$ cat config.mk
export PLATFORM = sky130hd
export DESIGN_NAME = smg_bin2bcd_module
export DESIGN_NICKNAME = d
export VERILOG_FILES = /design/src/rtl/smg_bin2bcd_module.sv
export SDC_FILE = /design/constraint.sdc
export NUM_CORES = 1
export LEC_CHECK = 0
export ABC_AREA = 1
export CORE_MARGIN = 5
export CORE_UTILIZATION = 55
export CTS_CLUSTER_DIAMETER = 60
export DETAILED_ROUTE_END_ITERATION = 10
export GPL_TIMING_DRIVEN = 1
export PLACE_DENSITY_LB_ADDON = 0.25
export SLEW_MARGIN = 20
export SYNTH_ARGS = -nofsm -noshare
export SYNTH_HDL_FRONTEND = slang
export SYNTH_SLANG_ARGS = --single-unit
$ cat constraint.sdc
create_clock -name CLK -period 1.6 [get_ports CLK]
set_input_delay 0.24 -clock CLK [delete_from_list [all_inputs] [get_ports CLK]]
set_output_delay 0.24 -clock CLK [all_outputs]
set_load 0.02 [all_outputs]
$ cat src/rtl/smg_bin2bcd_module.sv
// Sequential shift-add-3 binary-to-BCD converter feeding the SMG scan controller.
// One iteration per clock; the result register only updates on completion, so the display never shows a partial value.
module smg_bin2bcd_module #(
    parameter int unsigned BIN_W  = 20,
    parameter int unsigned DIGITS = 6
) (
    input  logic                  CLK,
    input  logic                  RST,
    input  logic                  Start_Sig,
    input  logic [BIN_W-1:0]      Bin_Data,
    output logic                  Busy_Sig,
    output logic                  Done_Sig,
    output logic                  Overflow_Sig,
    output logic [4*DIGITS-1:0]   Number_Sig
);

    localparam int unsigned BCD_W = 4 * DIGITS;
    localparam int unsigned CNT_W = $clog2(BIN_W);

    localparam logic [BIN_W-1:0] MAX_VAL   = BIN_W'(10 ** DIGITS - 1);
    localparam logic [BCD_W-1:0] ALL_NINES = {DIGITS{4'h9}};
    localparam logic [CNT_W-1:0] LAST_ITER = CNT_W'(BIN_W - 1);

    typedef enum logic [1:0] {
        IDLE  = 2'd0,
        SHIFT = 2'd1,
        DONE  = 2'd2
    } state_t;

    state_t state, state_nxt;

    logic [BIN_W-1:0] bin_q, bin_nxt;
    logic [BCD_W-1:0] bcd_q, bcd_nxt;
    logic [CNT_W-1:0] cnt_q, cnt_nxt;
    logic             ovf_q, ovf_nxt;

    logic [BCD_W-1:0] number_nxt;
    logic             overflow_nxt;
    logic             busy_nxt;
    logic             done_nxt;
    logic [BCD_W-1:0] bcd_adj;

    // Per-nibble +3 correction; nibbles are independent, no carry between them.
    function automatic logic [BCD_W-1:0] add3(input logic [BCD_W-1:0] v);
        logic [BCD_W-1:0] r;
        r = v;
        for (int i = 0; i < int'(DIGITS); i++) begin
            if (v[4*i +: 4] >= 4'd5) begin
                r[4*i +: 4] = v[4*i +: 4] + 4'd3;
            end
        end
        return r;
    endfunction

    // State register.
    always_ff @(posedge CLK) begin
        if (RST) begin
            state <= IDLE;
        end else begin
            state <= state_nxt;
        end
    end

    // Next-state logic.
    always_comb begin
        state_nxt = state;
        case (state)
            IDLE: begin
                if (Start_Sig) begin
                    state_nxt = SHIFT;
                end
            end
            SHIFT: begin
                if (cnt_q == LAST_ITER) begin
                    state_nxt = DONE;
                end
            end
            DONE: begin
                state_nxt = IDLE;
            end
            default: begin
                state_nxt = IDLE;
            end
        endcase
    end

    // Datapath and output next values; everything holds unless the state says otherwise.
    always_comb begin
        bin_nxt      = bin_q;
        bcd_nxt      = bcd_q;
        cnt_nxt      = cnt_q;
        ovf_nxt      = ovf_q;
        number_nxt   = Number_Sig;
        overflow_nxt = Overflow_Sig;
        busy_nxt     = Busy_Sig;
        done_nxt     = 1'b0;
        bcd_adj      = add3(bcd_q);
        case (state)
            IDLE: begin
                if (Start_Sig) begin
                    bin_nxt  = Bin_Data;
                    bcd_nxt  = '0;
                    cnt_nxt  = '0;
                    ovf_nxt  = (Bin_Data > MAX_VAL);
                    busy_nxt = 1'b1;
                end
            end
            SHIFT: begin
                {bcd_nxt, bin_nxt} = {bcd_adj, bin_q} << 1;
                cnt_nxt            = cnt_q + CNT_W'(1);
            end
            DONE: begin
                // Out-of-range inputs saturate to all nines rather than showing a wrapped value.
                number_nxt   = ovf_q ? ALL_NINES : bcd_q;
                overflow_nxt = ovf_q;
                done_nxt     = 1'b1;
                busy_nxt     = 1'b0;
            end
            default: begin
                busy_nxt = 1'b0;
            end
        endcase
    end

    // Datapath and output registers.
    always_ff @(posedge CLK) begin
        if (RST) begin
            bin_q        <= '0;
            bcd_q        <= '0;
            cnt_q        <= '0;
            ovf_q        <= 1'b0;
            Number_Sig   <= '0;
            Overflow_Sig <= 1'b0;
            Busy_Sig     <= 1'b0;
            Done_Sig     <= 1'b0;
        end else begin
            bin_q        <= bin_nxt;
            bcd_q        <= bcd_nxt;
            cnt_q        <= cnt_nxt;
            ovf_q        <= ovf_nxt;
            Number_Sig   <= number_nxt;
            Overflow_Sig <= overflow_nxt;
            Busy_Sig     <= busy_nxt;
            Done_Sig     <= done_nxt;
        end
    end

endmodule

==> results.py, run 1 <==
metrics = {
    "run_status": {
        "status": "complete, no violations",
    },
    "floorplanning": {
        "die_area_sq_um": 8380,
        "start_util": 0.5695,
        "die-height_microns": 91.55,
        "ios": 50,
        "core-area_sq_um": 6422,
        "chipWidth_microns": 91.55,
        "fp-row-count": 29,
    },
    "setup_path": {
        "crit_family": "buffers and inverters",
        "max_stage_delay_ns": 0.62,
        "cp.required_ns": 1.36,
        "cp.depth": 1,
        "crit_slowest_cell": "clkdlybuf4s50_1",
        "cp_cell_sequence": "clkdlybuf4s50_1",
        "crit_fanout": 2,
        "cp-start-kind": "flip-flop",
        "r2r_slack_ns": 0.21,
        "end_kind": "output port",
        "worst-path-buf-inv": 1,
        "r2r_end": "bcd_q[12]",
        "crit_end": "Number_Sig[2]",
        "path_class": "flip-flop to output port",
        "worstSetupStartpoint": "Number_Sig[2]",
        "cp.arrival_ns": 1.32,
        "r2r_cells": 9,
        "r2r-start": "bcd_q[8]",
    },
    "worst_hold_path": {
        "hold_path_class": "input port to flip-flop",
    },
    "global_routing": {
        "grt_start_max_net_pins": 37,
        "grt.overflow.total": 0,
        "first_global_vias": 3115,
        "grt_use_met3": 0.03306,
        "grt_use_total": 0.1975,
        "grt_pass1_wl_microns": 13710,
        "use_met1": 0.2373,
        "use_met2": 0.3445,
        "busiest_layer": "met2",
        "antenna_found_initial": 0,
    },
    "clocking": {
        "clockBufferDepth": 2,
        "postCtsHoldBufs": 0,
        "cts_num_sinks": 79,
        "clk_pin_slew_worst_paths_ns": 0.08,
        "post_cts_buffers": 0,
        "numCtsBuffers": 9,
        "clk_latency_ns": 0.35,
        "cts_max_level": 3,
        "root_buffer": "clkbuf_8",
        "cts_tree": "yes",
    },
    "finish": {
        "drive_gt1_frac": 0.08571,
        "fin_util": 0.6879,
        "antenna_cells": 0,
        "final_cell_mix": "159 x nand2_1, 79 x dfxtp_1, 50 x a21oi_1",
        "fin_cells": 637,
        "fin_nets": 591,
        "syn_to_final_growth_pct": 20.80,
        "fin_area_sq_um": 4418,
        "final_common_cell": "nand2_1",
    },
    "detailed_routing": {
        "vias": 3413,
        "drt_first_iter_violations": 146,
        "drt_pass1_iterations": 7,
        "drt-total-wl_microns": 7998,
        "drc": 0,
        "antenna_left": 0,
        "vias_per_cell": 5.358,
        "post_drt_wl_per_cell_microns": 12.56,
    },
    "sta": {
        "rsz0062_at_grt": "no",
        "worst_clock_skew_ns": 0.009014,
        "finalMaxSlewViolations": 0,
        "final.setup.tns_ns": 0,
        "relSlewSlack": 0.6708,
        "setup_slack_ns": 0.04437,
        "hold_viol_final": 0,
        "clock.fmax_ghz": 0.6428,
        "post-route-min-period_ns": 1.556,
        "tightest_slew_ns": 0.4931,
        "setup_violations": 0,
        "fin_crit_sh": 0.9723,
    },
    "placement": {
        "routabilityCongestion": 0.8381,
        "place_area_sq_um": 4240,
        "dp_hpwl_microns": 5516,
        "io_buffers": 49,
        "place_ws_ns": 0.05223,
        "place_inst": 621,
    },
    "synthesis": {
        "syn_nets": 541,
        "netlist_area_sq_um": 3657,
        "syn_area_per_cell_sq_um": 7.242,
        "ys_ff_latch": 79,
        "synth_cells": 505,
        "synth-seq-area-share": 0.4324,
        "ys.warnings.count": 0,
        "ys_types": 28,
    },
    "pwr": {
        "power.density_nw_per_um2": 831.2,
        "total_leakage_power_nw": 1.741,
        "ir_worst_vdd_mv": 0.4480,
    },
    "run": {
        "maxCapViolCount": 0,
    },
}
==> synthesized netlist by cell type <==
library cell / number / area [sq um]
nor2_4: 2 / 22.52
nor2_1: 31 / 116.4
or2_2: 1 / 6.260
a21oi_2: 4 / 35.03
clkbuf_2: 1 / 5.000
nor3_1: 3 / 15.01
a22oi_1: 6 / 45.04
buf_2: 12 / 60.06
buf_6: 1 / 11.26
nand3b_1: 2 / 15.01
o21ai_0: 19 / 95.09
o21ai_4: 1 / 16.27
nand4_1: 14 / 87.58
inv_2: 5 / 18.77
a31oi_1: 15 / 93.84
inv_1: 40 / 150.1
clkbuf_1: 8 / 30.03
o21ai_1: 2 / 10.01
nand2_2: 4 / 25.02
nor2_8: 1 / 20.02
nand3_1: 24 / 120.1
buf_8: 1 / 15.01
buf_4: 1 / 7.510
nand2_1: 159 / 596.8
dfxtp_1: 79 / 1582
a21oi_1: 50 / 250.2
ha_1: 13 / 162.7
o211ai_1: 6 / 45.04
==> through the flow <==
stage	hold slack [ns]	power, mW
floorplan	0.3838	2.242
detailed placement	0.4568	2.378
CTS	0.3147	3.696
global route	0.3814	3.813
global placement	0.4519	2.372
finish	0.3413	3.672
==> power breakdown <==
group          total (mW)  internal, mW  leakage [nW]  switching (mW)
sequential           2.03          2.01         0.640          0.0277
combinational       0.300         0.133          1.00           0.167
clock                1.34         0.638        0.0959           0.700
==> tightest hold or removal path, delay by kind of cell <==
| kind | cells | cell delay (ns) |
|---|---|---|
| and+or+nand+nor | 1 | 0.13 |
| buffers and inverters | 3 | 0.28 |
==> kinds of logic after synthesis <==
| logic type | Yosys count | synth area share |
|---|---|---|
| AO/OA/AOI/OAI | 103 | 0.1615 |
| AND/OR/NAND/NOR | 241 | 0.2802 |
| flip-flops | 79 | 0.4324 |
| adder cells (fa/ha/maj) | 13 | 0.04448 |
| buffers and inverters | 69 | 0.08142 |
==> sequential cells by signal, summed over array words and instances, names as in the netlist <==
| register | count |
|---|---|
| bcd_q | 24 |
| Done_Sig | 1 |
| Overflow_Sig | 1 |
| Busy_Sig | 1 |
| ovf_q | 1 |
| Number_Sig | 24 |
| cnt_q | 5 |
| state | 2 |
| bin_q | 20 |
==> how the worst min path moves through the flow <==
| stage | startpoint | endpoint | slack [ns] | depth (start not counted) |
|---|---|---|---|---|
| final | RST | cnt_q[2] | 0.34 | 4 |
| after global placement | Number_Sig[11] | Number_Sig[11] | 0.45 | 2 |
| after global routing | RST | cnt_q[2] | 0.38 | 4 |
| after detailed placement | Number_Sig[11] | Number_Sig[11] | 0.46 | 2 |
| after CTS | RST | Number_Sig[4] | 0.31 | 4 |
| after floorplan | Bin_Data[0] | bin_q[0] | 0.38 | 2 |
==> area by class of cell <==
type	count	area, sq um
clock buffer	12	155.1
clock inverter	4	20.02
fill	580	2004
inverter	45	168.9
multi-input combinational	357	1778
sequential	79	1582
tap	77	96.34
timing repair buffer	63	618.1
==> layer usage <==
layer | vias to the layer above | share of wire
met4 | 0 | 0.019
li1 | 1756 | -
met1 | 1537 | 0.45
met2 | 105 | 0.48
met3 | 15 | 0.056
met5 | - | 0
==> repair_timing <==
action | CTS | global route
endpoints found under the hold margin | 0 | 0
endpoints found under the setup margin | 0 | 1
gates resized for setup | 0 | 1
(Power assumes the default switching activity.)
==> run 2: changes to the inputs <==
--- a/config.mk
+++ b/config.mk
@@ -7,7 +7,7 @@
 export LEC_CHECK = 0
 export ABC_AREA = 1
 export CORE_MARGIN = 5
-export CORE_UTILIZATION = 55
+export CORE_UTILIZATION = 35
 export CTS_CLUSTER_DIAMETER = 60
 export DETAILED_ROUTE_END_ITERATION = 10
 export GPL_TIMING_DRIVEN = 1
==> run 2 against run 1 <==
  * Worst setup slack improved by 0.016 ns
  * Largest power group unchanged
  * Via count is 1.8% lower
  * Combinational power grew 2%
  * Clock skew decreased by 0.0028 ns
  * Wire length rose by 0.86%
  * Clock-buffer cell count fell by 2
  * Clock power up 10%
==> results.py, run 2 (synthesis results as in run 1) <==
metrics = {
    "sta": {
        "tightest_slew_ns": 0.4681,
        "fin_crit_sh": 0.9623,
        "setup_violations": 0,
        "finalMaxSlewViolations": 0,
        "post-route-min-period_ns": 1.540,
        "clock.fmax_ghz": 0.6495,
        "final.setup.tns_ns": 0,
        "worst_clock_skew_ns": 0.006178,
        "rsz0062_at_grt": "no",
        "relSlewSlack": 0.6875,
        "hold_viol_final": 0,
    },
    "pwr": {
        "total_leakage_power_nw": 1.760,
        "power.density_nw_per_um2": 843.7,
        "swShare": 0.2415,
        "net-switching-power_mw": 0.9224,
        "p_int_mw": 2.897,
        "ir_worst_vdd_mv": 0.3921,
        "power_mw": 3.819,
        "clkPwrFrac": 0.388,
        "pwr-share-comb": 0.080,
        "seqPwrFrac": 0.532,
    },
    "global_routing": {
        "grt_pass1_wl_microns": 14070,
        "antenna_found_initial": 0,
        "grt_use_total": 0.1312,
        "first_global_vias": 3225,
        "grt_start_max_net_pins": 49,
        "grt.overflow.total": 0,
    },
    "setup_path": {
        "crit_slowest_cell": "clkdlybuf4s50_1",
        "crit_family": "buffers and inverters",
        "cp_cell_sequence": "clkdlybuf4s50_1",
        "crit_end": "Number_Sig[17]",
        "r2r_cells": 9,
        "crit_fanout": 2,
        "r2r_end": "bcd_q[12]",
        "end_kind": "output port",
        "max_stage_delay_ns": 0.61,
        "cp.depth": 1,
        "worst-path-buf-inv": 1,
        "worstSetupStartpoint": "Number_Sig[17]",
        "r2r_slack_ns": 0.19,
        "cp.required_ns": 1.36,
        "r2r-start": "bcd_q[8]",
        "cp-start-kind": "flip-flop",
        "cp.arrival_ns": 1.30,
        "path_class": "flip-flop to output port",
    },
    "run": {
        "maxCapViolCount": 0,
    },
    "clocking": {
        "cts_tree": "yes",
        "postCtsHoldBufs": 0,
        "clockBufferDepth": 2,
        "cts_max_level": 3,
        "post_cts_buffers": 0,
        "numCtsBuffers": 9,
        "cts_num_sinks": 79,
        "root_buffer": "clkbuf_8",
        "clk_latency_ns": 0.35,
        "clk_pin_slew_worst_paths_ns": 0.08,
    },
    "finish": {
        "syn_to_final_growth_pct": 23.78,
        "fillers": 1066,
        "reg_top3": "Number_Sig: 24 flops, bcd_q: 24 flops, bin_q: 20 flops",
        "final_common_cell": "nand2_1",
        "antenna_cells": 0,
        "fin_util": 0.4405,
        "drive_gt1_frac": 0.08423,
        "final_cell_mix": "159 x nand2_1, 79 x dfxtp_1, 50 x a21oi_1",
        "fin_nets": 589,
    },
    "floorplanning": {
        "core-area_sq_um": 10280,
        "ios": 50,
        "fp-row-count": 37,
        "die-height_microns": 112.2,
        "chipWidth_microns": 112.2,
        "start_util": 0.3559,
        "die_area_sq_um": 12590,
    },
    "detailed_routing": {
        "vias": 3353,
        "antenna_left": 0,
        "drt_first_iter_violations": 151,
        "vias_per_cell": 4.831,
        "drt-total-wl_microns": 8067,
        "post_drt_wl_per_cell_microns": 11.62,
        "drc": 0,
        "drt_pass1_iterations": 4,
    },
    "run_status": {
        "status": "complete, no violations",
    },
    "placement": {
        "routabilityCongestion": 0.7976,
        "io_buffers": 49,
        "dp_hpwl_microns": 5614,
    },
    "worst_hold_path": {
        "hold_path_class": "input port to flip-flop",
    },
}
run 2: changes by cell type in the layout (fill, tap and decap cells not counted):
cell             change
clkinv_2             -1
clkdlybuf4s50_1      -1
dlymetal6s2s_1       +1
clkinvlp_4           +2
buf_4                -4
clkbuf_1             -1
bufinv_16            +1
buf_12               +2
clkbuf_8             -1
run 2: what timing repair did:
item                                    4_1_cts  5_1_grt
endpoints found under the hold margin         0        0
endpoints found under the setup margin        0        2
gates resized for setup                       0        2
run 2: worst register-to-register path: stages (launching register included):
cell and delay, ns:
dfxtp_1 0.44, inv_1 0.10, ha_1 0.22, inv_1 0.05, nand2_1 0.09, nand3_1 0.14
nand2_1 0.06, nor2_1 0.12, nor2_1 0.05, nor2_1 0.07
run 2: final cells by class:
class                      count  area [sq um]  area share
multi-input combinational    357          1778      0.3928
sequential                    79          1582      0.3494
timing repair buffer          61         630.6      0.1393
tap                          136         170.2     0.03759
inverter                      45         168.9     0.03731
clock buffer                  10         137.6     0.03040
clock inverter                 6         60.06     0.01327
run 2: power by group through the flow:
stage / clock network, mW / logic [mW] / registers (mW)
final: 1.48 / 0.305 / 2.03
after floorplan: 0 / 0.168 / 2.07
after CTS: 1.54 / 0.308 / 2.03
after detailed placement: 0 / 0.308 / 2.08
after global routing: 1.60 / 0.341 / 2.04
after global placement: 0 / 0.304 / 2.08
run 2: per-stage QoR:
| stage | instance area, sq um | hold slack, ns | setup slack [ns] | cells |
|---|---|---|---|---|
| floorplan | 3657 | 0.3838 | 0.4175 | 505 |
| CTS | 4522 | 0.3436 | 0.01363 | 694 |
| finish | 4527 | 0.3523 | 0.06037 | 694 |
| detailed placement | 4324 | 0.4558 | 0.03951 | 678 |
| global placement | 4324 | 0.4522 | 0.09805 | 678 |
| global route | 4527 | 0.3521 | 0.004320 | 694 |
run 2: worst min path at each step:
stage	start	endpoint	depth (start not counted)
2_1_floorplan	Bin_Data[0]	bin_q[0]	2
3_3_place_gp	bin_q[11]	bin_q[11]	2
3_5_place_dp	Number_Sig[10]	Number_Sig[10]	2
4_1_cts	RST	Done_Sig	3
5_1_grt	RST	Number_Sig[18]	3
6_report	RST	Number_Sig[18]	3
run 2: per-layer routing:
metal  global-route usage  wire length, microns  up-vias
met1               0.1659                  3824     1526
met2               0.2205                  3763       64
met4              0.04006                   104        0
met3              0.03288                   375       10
li1                     -                     -     1753
met5                    0                     0        -
==> run 3: changes to the inputs <==
--- a/config.mk
+++ b/config.mk
@@ -9,6 +9,7 @@
 export CORE_MARGIN = 5
 export CORE_UTILIZATION = 35
 export CTS_CLUSTER_DIAMETER = 60
+export CTS_CLUSTER_SIZE = 40
 export DETAILED_ROUTE_END_ITERATION = 10
 export GPL_TIMING_DRIVEN = 1
 export PLACE_DENSITY_LB_ADDON = 0.25
==> constraint.sdc (replaced) <==
create_clock -name CLK -period 1.25 [get_ports CLK]
set_input_delay 0.1875 -clock CLK [delete_from_list [all_inputs] [get_ports CLK]]
set_output_delay 0.1875 -clock CLK [all_outputs]
set_load 0.02 [all_outputs]
==> run 3 against run 2 <==
  * Via count rose by 7.7%
  * Largest power group unchanged
  * First-iteration DRC count rose by 32%
  * Worst setup slack got worse by 0.021 ns
  * Clock-buffer cell count rose by 2
==> results.py, run 3 (synthesis results as in run 1) <==
metrics = {
    "setup_path": {
        "cp_cell_sequence": "dlygate4sd2_1",
        "path_class": "flip-flop to output port",
        "cp.arrival_ns": 1.02,
        "crit_family": "flip-flops",
        "cp-start-kind": "flip-flop",
        "crit_slowest_cell": "dfxtp_1",
        "worst-path-buf-inv": 1,
        "r2r_slack_ns": 0.04,
        "max_stage_delay_ns": 0.34,
        "cp.required_ns": 1.06,
        "crit_fanout": 2,
        "end_kind": "output port",
    },
    "finish": {
        "drive_gt1_frac": 0.2475,
        "syn_to_final_growth_pct": 42.22,
        "multi_input_area_sq_um": 1911,
        "final_cell_mix": "147 x nand2_1, 69 x dfxtp_1, 46 x a21oi_1",
        "fin_area_sq_um": 5201,
        "fin_util": 0.5061,
        "antenna_cells": 0,
        "fillers": 1016,
        "reg_top3": "Number_Sig: 24 flops, bcd_q: 24 flops, bin_q: 20 flops",
        "fin_cells": 742,
        "fin_nets": 638,
        "final_common_cell": "nand2_1",
        "seqCellArea_sq_um": 1604,
    },
    "floorplanning": {
        "core-area_sq_um": 10280,
        "fp-row-count": 37,
        "die-height_microns": 112.2,
        "die_area_sq_um": 12590,
        "ios": 50,
        "start_util": 0.3559,
        "chipWidth_microns": 112.2,
    },
    "placement": {
        "routabilityCongestion": 0.8307,
        "place_inst": 703,
        "place_area_sq_um": 4499,
        "io_buffers": 49,
        "dp_hpwl_microns": 5897,
        "place_ws_ns": -0.2536,
    },
    "pwr": {
        "power.density_nw_per_um2": 1022,
        "total_leakage_power_nw": 2.180,
        "ir_worst_vdd_mv": 0.6364,
        "power_mw": 5.317,
    },
    "detailed_routing": {
        "drt_first_iter_violations": 199,
        "vias_per_cell": 4.865,
        "post_drt_wl_per_cell_microns": 12.35,
        "drt_pass1_iterations": 4,
        "antenna_left": 0,
        "drt-total-wl_microns": 9167,
        "drc": 0,
        "vias": 3610,
    },
    "sta": {
        "tightest_slew_ns": 0.4852,
        "clock.fmax_ghz": 0.8258,
        "setup_violations": 0,
        "worst_clock_skew_ns": 0.006045,
        "fin_crit_sh": 0.9687,
        "post-route-min-period_ns": 1.211,
        "finalMaxSlewViolations": 0,
        "rsz0062_at_grt": "yes",
        "hold_ws_ns": 0.2651,
        "setup_slack_ns": 0.03910,
        "hold_viol_final": 0,
        "relSlewSlack": 0.6761,
        "final.setup.tns_ns": 0,
    },
    "clocking": {
        "cts_num_sinks": 79,
        "numCtsBuffers": 9,
        "root_buffer": "clkbuf_8",
        "clk_pin_slew_worst_paths_ns": 0.08,
        "cts_tree": "yes",
        "clockBufferDepth": 2,
        "clk_latency_ns": 0.35,
        "cts_max_level": 3,
    },
    "global_routing": {
        "antenna_found_initial": 0,
        "first_global_vias": 3307,
        "grt_start_max_net_pins": 52,
        "grt_pass1_wl_microns": 14430,
        "grt.overflow.total": 0,
        "grt_use_total": 0.1356,
    },
    "run_status": {
        "status": "complete, no violations",
    },
    "run": {
        "maxCapViolCount": 0,
    },
    "worst_hold_path": {
        "hold_path_class": "input port to flip-flop",
    },
}
run 3: cell type report:
type / instances / area share
multi-input combinational: 357 / 0.3673
sequential: 79 / 0.3084
timing repair buffer: 110 / 0.2139
inverter: 45 / 0.03344
tap: 136 / 0.03272
clock buffer: 12 / 0.03175
clock inverter: 3 / 0.01251
run 3: path summary, 6_finish.rpt:
path / depth (start not counted) / to / startpoint
max: 1 / Number_Sig[0] / Number_Sig[0]
min: 3 / Busy_Sig / Start_Sig
max reg2reg: 6 / bin_q[17] / state[0]
min reg2reg: 2 / Number_Sig[8] / Number_Sig[8]
run 3: metal layers:
layer,share of wire,wire [microns],track usage
met1,0.47,4274,0.1676
met3,0.048,437,0.03073
met5,0,0,0
met4,0.016,150,0.06250
met2,0.47,4304,0.2245
run 3: timing repair:
action / CTS / global route
gates cloned: 0 / 4
setup buffers: 3 / 17
gates resized for setup: 36 / 87
setup endpoints to repair: 46 / 70
hold buffers: 0 / 0
pin swaps: 2 / 22
run 3: power by group:
| part | total, mW | internal (mW) | switching, mW |
|---|---|---|---|
| registers | 2.59 | 2.56 | 0.0333 |
| clock network | 2.19 | 1.28 | 0.913 |
| logic | 0.535 | 0.277 | 0.258 |
| total | 5.32 | 4.11 | 1.20 |
